**config.mk**
```make
export PLATFORM = sky130hd
export DESIGN_NAME = uart_tx_scheduler
export DESIGN_NICKNAME = d
export VERILOG_FILES = /design/src/rtl/uart_tx_scheduler.sv
export SDC_FILE = /design/constraint.sdc
export NUM_CORES = 1
export LEC_CHECK = 0
export CORE_ASPECT_RATIO = 0.5
export CORE_MARGIN = 2
export CORE_UTILIZATION = 49
export DETAILED_ROUTE_END_ITERATION = 16
export PLACE_DENSITY_LB_ADDON = 0.3
export SLEW_MARGIN = 20
export SYNTH_ARGS = -nofsm -noshare
export SYNTH_HDL_FRONTEND = slang
export SYNTH_SLANG_ARGS = --single-unit
```
**constraint.sdc**
```tcl
create_clock -name clk -period 2.15 [get_ports clk]
set_input_delay 0.5375 -clock clk [delete_from_list [all_inputs] [get_ports clk]]
set_output_delay 0.5375 -clock clk [all_outputs]
set_load 0.05 [all_outputs]
```
**src/rtl/uart_tx_scheduler.sv**
```systemverilog
// Round-robin arbiter sharing one UART TX datapath among NUM_REQ producers; req_ready 1 cycle after grant, transfer_byte 3 cycles after grant.
// Holds each requester until its one-hot req_ready pulse; optional WAIT_BUSY watchdog under UART_TX_SCHED_TIMEOUT_EN.
module uart_tx_scheduler #(
  parameter int NUM_REQ        = 4,
  parameter int DATA_W         = 8,
  parameter int GUARD_CYCLES   = 2,
  parameter int TIMEOUT_CYCLES = 64
) (
  input  logic                         clk,
  input  logic                         rst,
  input  logic [NUM_REQ-1:0]           req_valid,
  input  logic [NUM_REQ*DATA_W-1:0]    req_data,
  output logic [NUM_REQ-1:0]           req_ready,
  input  logic                         tx_busy,
  output logic [DATA_W-1:0]            tx_data,
  output logic                         load_data_reg,
  output logic                         byte_ready,
  output logic                         transfer_byte,
  output logic [$clog2(NUM_REQ)-1:0]   grant_id,
  output logic                         active,
  output logic [15:0]                  bytes_sent,
  output logic                         tx_err
);

  localparam int IW  = $clog2(NUM_REQ);
  localparam int GW  = $clog2(GUARD_CYCLES + 2);
  localparam int WDW = $clog2(TIMEOUT_CYCLES + 1);
  localparam logic [GW-1:0]  GUARD_LAST = GW'((GUARD_CYCLES > 0) ? GUARD_CYCLES - 1 : 0);
  localparam logic [WDW-1:0] WD_LAST    = WDW'(TIMEOUT_CYCLES - 1);

`ifdef UART_TX_SCHED_TIMEOUT_EN
  localparam bit WD_EN = 1'b1;
`else
  localparam bit WD_EN = 1'b0;
`endif

  typedef enum logic [2:0] {
    S_IDLE, S_LOAD, S_ARM, S_START, S_WAIT_BUSY, S_WAIT_DONE, S_GUARD
  } state_t;

  state_t             state_q, state_d;
  logic [IW-1:0]      rr_ptr_q, rr_ptr_d;
  logic [IW-1:0]      grant_q, grant_d;
  logic [DATA_W-1:0]  data_q, data_d;
  logic [15:0]        bytes_sent_q, bytes_sent_d;
  logic [GW-1:0]      guard_q, guard_d;
  logic [WDW-1:0]     wd_q, wd_d;
  logic               err_q, err_d;

  logic               pick_vld;
  logic [IW-1:0]      pick;
  logic [IW-1:0]      idx;
  logic [DATA_W-1:0]  pick_dat;

  // First valid requester at or after rr_ptr, wrapping.
  always_comb begin
    pick_vld = 1'b0;
    pick     = '0;
    pick_dat = '0;
    idx      = '0;
    for (int i = 0; i < NUM_REQ; i++) begin
      idx = IW'((int'(rr_ptr_q) + i) % NUM_REQ);
      if (!pick_vld && req_valid[idx]) begin
        pick_vld = 1'b1;
        pick     = idx;
        pick_dat = req_data[idx*DATA_W +: DATA_W];
      end
    end
  end

  always_comb begin
    state_d      = state_q;
    rr_ptr_d     = rr_ptr_q;
    grant_d      = grant_q;
    data_d       = data_q;
    bytes_sent_d = bytes_sent_q;
    guard_d      = guard_q;
    wd_d         = '0;
    err_d        = 1'b0;
    case (state_q)
      S_IDLE: begin
        if (pick_vld) begin
          grant_d  = pick;
          data_d   = pick_dat;
          rr_ptr_d = (pick == IW'(NUM_REQ - 1)) ? '0 : pick + 1'b1;
          state_d  = S_LOAD;
        end
      end
      S_LOAD:  state_d = S_ARM;
      S_ARM:   state_d = S_START;
      S_START: state_d = S_WAIT_BUSY;
      S_WAIT_BUSY: begin
        if (tx_busy) begin
          state_d = S_WAIT_DONE;
        end else if (WD_EN) begin
          if (wd_q == WD_LAST) begin
            err_d   = 1'b1;
            guard_d = '0;
            state_d = (GUARD_CYCLES == 0) ? S_IDLE : S_GUARD;
          end else begin
            wd_d = wd_q + 1'b1;
          end
        end
      end
      S_WAIT_DONE: begin
        if (!tx_busy) begin
          bytes_sent_d = bytes_sent_q + 16'd1;
          guard_d      = '0;
          state_d      = (GUARD_CYCLES == 0) ? S_IDLE : S_GUARD;
        end
      end
      S_GUARD: begin
        if (guard_q == GUARD_LAST) begin
          state_d = S_IDLE;
        end else begin
          guard_d = guard_q + 1'b1;
        end
      end
      default: state_d = S_IDLE;
    endcase
  end

  always_ff @(posedge clk or negedge rst) begin
    if (!rst) begin
      state_q      <= S_IDLE;
      rr_ptr_q     <= '0;
      grant_q      <= '0;
      data_q       <= '0;
      bytes_sent_q <= '0;
      guard_q      <= '0;
      wd_q         <= '0;
      err_q        <= 1'b0;
    end else begin
      state_q      <= state_d;
      rr_ptr_q     <= rr_ptr_d;
      grant_q      <= grant_d;
      data_q       <= data_d;
      bytes_sent_q <= bytes_sent_d;
      guard_q      <= guard_d;
      wd_q         <= wd_d;
      err_q        <= err_d;
    end
  end

  assign req_ready     = (state_q == S_LOAD) ? (NUM_REQ'(1) << grant_q) : '0;
  assign load_data_reg = (state_q == S_LOAD);
  assign byte_ready    = (state_q == S_ARM) || (state_q == S_START);
  assign transfer_byte = (state_q == S_START);
  assign active        = (state_q != S_IDLE);
  assign grant_id      = grant_q;
  assign tx_data       = data_q;
  assign bytes_sent    = bytes_sent_q;
  assign tx_err        = err_q;

endmodule

```
* Word level (Yosys, flattened, before mapping)
Index checks and enable logic that the tools add are counted.
** Word-level totals
- RAM bits :: 0
- Register bits after elaboration :: 33
- Output and inout bits :: 35
- Latch bits :: 0
- Memory bits (read-only) :: 0
- Memories kept :: 0
** Operators by class
- Reductions and logical operators :: 14
- Equality and inequality tests :: 13
- Order comparisons :: 4
- Add/sub/neg operators :: 6
- Multipliers :: 0
- Bitwise gates (word level) :: 1
- Multiplexer cells :: 30
- Divide/modulo/power cells :: 0
- Shift-type cells :: 5
** Operator list (number)
- 32-bit by 6-bit indexed part select with 8-bit output :: 4
- 8-bit two-way mux :: 4
- 3-bit case mux with 7 select lines :: 1
- 16-bit by 1-bit adder with 16-bit output (second input constant) :: 1
- 2-bit two-way mux :: 7
- 2-bit by 3-bit < comparator with 1-bit output (second input constant) :: 4
- 3-bit two-way mux :: 4
- 2-bit inequality test (second input constant) :: 5
- 3-bit == test (second input constant) :: 3
- 1-bit binary-select mux with 2-bit select :: 4
- 1-bit two-way mux :: 8
- 2-bit by 1-bit adder with 2-bit output (second input constant) :: 3
- 3-bit by 2-bit == test with 1-bit output (second input constant) :: 2
- 2-bit adder (second input constant) :: 2
- 4-bit two-way mux :: 1
- 2-bit case mux with 2 select lines :: 1
- 2-bit AND reduction :: 2
- 4-bit AND reduction :: 1
- 1-bit by 2-bit left shift with 4-bit output (first input constant) :: 1
- 3-bit by 1-bit == test with 1-bit output (second input constant) :: 1
- 1-bit logical AND :: 3
- 1-bit zero test :: 3
- 3-bit zero test :: 1
- 3-bit AND reduction :: 1
- other kinds (6) :: 6

* Logic depth before layout (Yosys ltp)
Gate-level depths: netlist (run 1).
- Depth in word-level cells :: 14
- Depth in mapped cells :: 11
- Gate-level depth less buffers :: 8

* Worst setup path after synthesis (run 1)
Ideal clock, no wire load.
- Kind :: flip-flop to output port
- Start point :: register state_q[2]
- End point :: output req_ready[0]
- Setup slack :: -1478 ps
- Cell stages (with the launch flop) :: 4
- Buffers on the path :: 1
- Arrival :: 3090 ps
- Required time :: 1612 ps
- Path through :: dfrtp_1 > buf_2 > nor3b_1 > nor3b_1
** Between the ends
- Cells in the longest elaborated chain, start to end :: 2
** RTL lines
- start, declared :: line 41 : state_t state_q, state_d;
- start signal, assigned :: line 134 : state_q <= state_d;
- 3-bit by 1-bit == test with 1-bit output
- named net load_data_reg :: line 16 : output logic load_data_reg,
- 4-bit two-way mux :: line 145 : assign req_ready = (state_q == S_LOAD) ? (NUM_REQ'(1) << grant_q) : '0;
- end, declared :: line 13 : output logic [NUM_REQ-1:0] req_ready,
The timed path passes the listed nets, and every way through them passes these cells.

* Worst setup path in the final report (run 1)
- Start point :: register bytes_sent_q[7] (netlist: bytes_sent[7])
- End point :: output bytes_sent[7]
** RTL lines
- start, declared :: line 45 : logic [15:0] bytes_sent_q, bytes_sent_d;
- start signal, assigned :: line 138 : bytes_sent_q <= bytes_sent_d;
- end, declared :: line 21 : output logic [15:0] bytes_sent,
No word-level cell between the ends.

==> results of run 1 <==
[worst max path at each step]
stage / slack [ns] / end / depth (start not counted) / startpoint
floorplan: -0.05 / req_ready[0] / 3 / state_q[2]
global placement: -0.14 / tx_data[1] / 7 / req_valid[3]
detailed placement: -0.20 / tx_data[5] / 7 / req_valid[3]
CTS: 0.006 / req_ready[0] / 3 / state_q[2]
global route: 0.0009 / bytes_sent[4] / 1 / bytes_sent[4]
finish: 0.06 / bytes_sent[7] / 1 / bytes_sent[7]
[synthesized netlist by cell type, types with 8 or more instances]
cell type   n  area (µm²)
a21oi_1    19       95.09
a22oi_1     9       67.56
buf_2       8       40.04
dfrtp_1    33       825.8
inv_1      12       45.04
mux2i_1    16       160.2
mux4_2     24       540.5
nand2_1    24       90.09
nor2_1     21       78.83
o21ai_0     9       45.04
o31ai_1     8       60.06
xnor2_1    13       113.9
[layer usage]
layer | vias up | GRT usage [%]
met5 | - | 0
met1 | 1198 | 31.50
met2 | 86 | 39.88
met4 | 0 | 5.967
li1 | 1189 | -
met3 | 4 | 5.029
[kinds of logic (layout without fill, tap and decap cells)]
family | after synthesis | count (layout) | share of synthesized area [%]
XOR/XNOR | 15 | 15 | 4.784
adder cells (fa/ha/maj) | 3 | 3 | 1.367
flip-flops | 33 | 33 | 30.07
other | 1 | 1 | 0.1365
buffers and inverters | 33 | 118 | 6.651
AND/OR/NAND/NOR | 82 | 82 | 15.54
AO/OA/AOI/OAI | 62 | 62 | 15.12
multiplexers | 42 | 42 | 26.33
[what timing repair did]
| item | CTS | global route |
|---|---|---|
| endpoints found under the hold margin | 0 | 0 |
| endpoints found under the setup margin | 0 | 7 |
| buffers inserted | 0 | 1 |
| resized for setup | 0 | 3 |
[metrics by stage]
stage                     TNS [ns]  hold WS (ns)
after detailed placement    -1.745        0.4825
after global placement      -1.223        0.4646
after global routing             0        0.5153
after floorplan           -0.08618        0.2419
final                            0        0.4870
after CTS                        0        0.4955
[where the power goes]
group          internal [mW]  switching (mW)  total [mW]
Clock                  0.460           0.236       0.697
Sequential             0.817           0.307        1.12
Combinational           1.52            1.75        3.27
[cell type report]
cell class	instances	area, µm²
inverter	12	45.04
timing repair buffer	98	1023
multi-input combinational	205	1777
tap	73	91.34
sequential	33	827.0
clock buffer	5	68.82
clock inverter	3	65.06
fill	398	1546
[sequential cells by signal (all words and copies together) (netlist names)]
name        flops
bytes_sent     16
grant_id        2
guard_q         2
rr_ptr_q        2
state_q         3
tx_data         8
==> impl_metrics.tcl, run 1 <==
set metrics [dict create \
    cp_max_fo 5 \
    leakagePower_nw 1.619 \
    slew_viol_final 0 \
    cap_violations 0 \
    globalplace.congestion 0.8784 \
    globalRouteTotalUtil_pct 23.66 \
    cts_root_buf "clkbuf_8" \
    wl_mm 6.992 \
    port_buffers 72 \
    num_vias 2477 \
    post-route-period-util_pct 97.17 \
    yosys_most_used_dff "dfrtp_1" \
    drcViolationCount 0 \
    die_w_um 109.9 \
    relSlewSlack_pct 65.58 \
    hold_buffers 0 \
    ys_ff_latch 33 \
    ios 74 \
    power_mw 5.087 \
    tightest_slew_ns 0.5146 \
    cp_top_family "buffers and inverters" \
    clock_latency_ns 0.29 \
    drive_gt1_share_pct 23.88 \
    final_antenna_net_count 0 \
    topRoutingLayerUsed "met4" \
    grt_start_max_net_pins 34 \
    hold_path_startpoint "bytes_sent[15]" \
    final_common_cell "clkdlybuf4s50_1" \
    fin_ws_ns 0.06084 \
    cts_buffers 5 \
    clock_path_buffers 2 \
    fin_util_pct 71.59 \
    synth_cell_types 45 \
    dr_wl_met2_mm 3.614 \
    grt_first_pass_wirelength_mm 11.54 \
    cts_tree "yes" \
    dp_hpwl_mm 5.386 \
    synth_nets 313 \
    avgSynthCellArea_um2 10.13 \
    reg2reg_slack_ns 0.27 \
    synth_cells 271 \
    r2r_end "tx_data[1]" \
    ys_async_sr_fraction_pct 100.0 \
    arrival_ns 1.55 \
    h-tree-depth 2 \
    r2r_cells 6 \
    hold_viol 0 \
    status "completed" \
    synth-seq-area-share_pct 30.07 \
    crit_type "flip-flop to output port" \
    clock_sinks 33 \
    layout_common_cells "59 x clkdlybuf4s50_1, 32 x dfrtp_1, 26 x buf_4, 24 x nand2_1, 24 x mux4_2" \
    fin_crit_ns 2.089 \
    std_cell_rows 19 \
    antenna_cells 0 \
    grt_pass1_vias 2407 \
    min_path_type "flip-flop to flip-flop" \
    wl_per_cell_um 16.30 \
    fin_skew_ns 0.004104 \
    max_stage_delay_ns 0.83 \
    end_kind "output port" \
    setup_viol 0 \
    hold_depth 1 \
    synth_edf_count 0 \
    p_per_area_mw_per_mm2 1305 \
    cp_data_required_time_ns 1.61 \
    dpl_cell_area_mm2 0.003749 \
    start_kind "flip-flop" \
    dp_cells 420 \
    instances_no_fill 429 \
    crit_buf_inv 1 \
    clk_pin_slew_ns 0.07 \
    final_nets 397 \
    die_y_um 56.94 \
    max-vdd-ir-drop_mv 0.7233 \
    fp.coreArea_mm2 0.005444 \
    dp_slack_ns -0.1964 \
    design_area_mm2 0.003897 \
    wl_met1_mm 2.931 \
    clock.fmax_ghz 0.4787 \
    drtIter0Drc 206 \
    wl_met3_um 424 \
    min_to "bytes_sent[15]" \
    dr.pass1.iters 4 \
    rsz0062_at_grt "false" \
    path_cells "clkdlybuf4s50_1" \
    worst_path_max_delay_cell "clkdlybuf4s50_1" \
    grt_antenna_before_repair 0 \
    ys_warn_count 0 \
    dieArea_mm2 0.006256 \
    gr-total-overflow 0 \
    syn2layout_area_growth_pct 41.91 \
    vias_per_cell 5.774 \
    syn_area_mm2 0.002746 \
    r2r_start "rr_ptr_q[0]" \
    initial_core_util_pct 50.45 \
]
No activity file was read; power rests on OpenSTA's default activity.
==> run 2: changes to the inputs <==
--- a/config.mk
+++ b/config.mk
@@ -7,8 +7,9 @@
 export LEC_CHECK = 0
 export CORE_ASPECT_RATIO = 0.5
 export CORE_MARGIN = 2
-export CORE_UTILIZATION = 49
+export CORE_UTILIZATION = 64
 export DETAILED_ROUTE_END_ITERATION = 16
+export DONT_BUFFER_PORTS = 1
 export PLACE_DENSITY_LB_ADDON = 0.3
 export SLEW_MARGIN = 20
 export SYNTH_ARGS = -nofsm -noshare
==> run 2 against run 1 <==
Die area down 22%. Routed wire length down 4.5%. Register-to-register slack worse by 0.09 ns. Sequential cell count unchanged. Sequential power up 22%. Non-clock buffer count down 67. Critical path depth up 2. Maximum frequency up 0.94%. Global-route usage up 4.8 points. Via count down 6.1%. Design area down 20%. Power down 10%. Critical endpoint is now req_ready[0]. Largest power group unchanged.
==> impl_metrics.tcl, run 2 (synthesis results as in run 1) <==
set metrics [dict create \
    status "completed" \
    wl_per_cell_um 19.46 \
    clock_path_buffers 2 \
    start_kind "flip-flop" \
    final_common_cell "dfrtp_1" \
    r2r_cells 6 \
    num_vias 2327 \
    drcViolationCount 0 \
    fin_setup_tns_ns 0 \
    grt_start_max_net_pins 38 \
    slew_viol_final 0 \
    grt_pass1_vias 2334 \
    clock_latency_ns 0.30 \
    instances_no_fill 343 \
    antenna_cells 0 \
    tightest_slew_ns 0.6687 \
    syn2layout_area_growth_pct 14.03 \
    cp_max_fo 10 \
    wl_mm 6.674 \
    initial_core_util_pct 68.59 \
    h-tree-depth 2 \
    ios 74 \
    drive_gt1_share_pct 27.68 \
    globalRouteTotalUtil_pct 28.51 \
    min_path_type "input pin to async pin" \
    std_cell_rows 16 \
    leakagePower_nw 1.282 \
    dp_cells 334 \
    cts_setup_buffers 0 \
    final_nets 330 \
    gr-total-overflow 0 \
    dp_hpwl_mm 4.724 \
    end_kind "output port" \
    drtIter0Drc 147 \
    cap_violations 0 \
    crit_type "flip-flop to output port" \
    max-vdd-ir-drop_mv 0.6278 \
    cp_data_required_time_ns 1.61 \
    cts_buffers 5 \
    dr.pass1.iters 4 \
    r2r_end "tx_data[6]" \
    grt_first_pass_wirelength_mm 10.98 \
    die_w_um 96.64 \
    clock.fmax_ghz 0.4831 \
    layout_common_cells "31 x dfrtp_1, 26 x buf_4, 24 x nand2_1, 24 x mux4_2" \
    setup_viol 0 \
    fin_skew_ns 0.002553 \
    cts_root_buf "clkbuf_8" \
    largest_reg_flops 16 \
    post-route-period-util_pct 96.27 \
    rsz0062_at_grt "false" \
    relSlewSlack_pct 55.25 \
    die_y_um 50.32 \
    dieArea_mm2 0.004863 \
    r2r_start "rr_ptr_q[0]" \
    fp.coreArea_mm2 0.004004 \
    clock_sinks 33 \
    cts_tree "yes" \
    hold_viol 0 \
    final_antenna_net_count 0 \
    arrival_ns 1.53 \
    reg2reg_slack_ns 0.18 \
    globalplace.congestion 0.8507 \
    fin_crit_ns 2.070 \
    p_per_area_mw_per_mm2 1462 \
    port_buffers 0 \
    vias_per_cell 6.784 \
    grt_antenna_before_repair 0 \
    clk_pin_slew_ns 0.07 \
]
## run 2: cell types whose count changed in the layout (fill, tap and decap cells not counted)
cell / previous run / this run
clkbuf_8: 5 / 6
clkinv_2: 1 / 0
clkdlybuf4s50_1: 59 / 0
dlymetal6s2s_1: 3 / 0
dfrtp_1: 32 / 31
bufinv_16: 2 / 1
buf_12: 10 / 5
clkbuf_1: 0 / 1
dfrtp_4: 0 / 1
## run 2: area by class of cell
class	instances	area [µm²]
clock buffer	7	86.33
clock inverter	1	30.03
fill	258	872.1
inverter	12	45.04
multi-input combinational	205	1777
sequential	33	830.8
tap	54	67.56
timing repair buffer	31	295.3
## run 2: repair_timing
action	4_1_cts	5_1_grt
gates resized for setup	0	2
setup endpoints to repair	0	2
endpoints found under the hold margin	33	0
hold buffers	1	0
## run 2: power by group
part / leakage, nW / switching, mW / internal [mW]
registers: 0.417 / 0.548 / 0.818
logic: 0.807 / 1.45 / 1.14
clock network: 0.0585 / 0.250 / 0.378
total: 1.28 / 2.25 / 2.33
## run 2: worst max path at each step
stage / endpoint / start / slack [ns]
2_1_floorplan: req_ready[0] / state_q[2] / -0.05
3_3_place_gp: tx_data[4] / rr_ptr_q[0] / 0.29
3_5_place_dp: tx_data[6] / rr_ptr_q[0] / 0.22
4_1_cts: req_ready[0] / state_q[2] / 0.06
5_1_grt: req_ready[0] / state_q[2] / 0.008
6_report: req_ready[0] / state_q[2] / 0.08
## run 2: layer usage
layer | routed length, µm | part of all wire [%] | global-route usage [%]
met3 | 631 | 9.5 | 6.407
met2 | 3276 | 49 | 50.23
met4 | 150 | 2.2 | 10.33
met1 | 2615 | 39 | 35.36
met5 | 0 | 0 | 0
## run 2: through the flow
step,cell area [µm²],power (mW),hold slack [ns],worst slack (ns),utilization (%)
finish,3132,4.579,0.05905,0.08024,78.22
global route,3132,4.831,0.06673,0.008167,78.22
CTS,3128,4.546,0.07125,0.05926,78.13
detailed placement,2992,3.879,0.2427,0.2153,74.72
global placement,2992,3.786,0.2425,0.2887,74.72
floorplan,2785,3.341,0.2419,-0.05205,-
## run 2: critical path, stage by stage (launching register included)
cell     delay, ns
dfrtp_2       0.49
nor3b_4       0.30
nor3b_4       0.28
buf_12        0.17
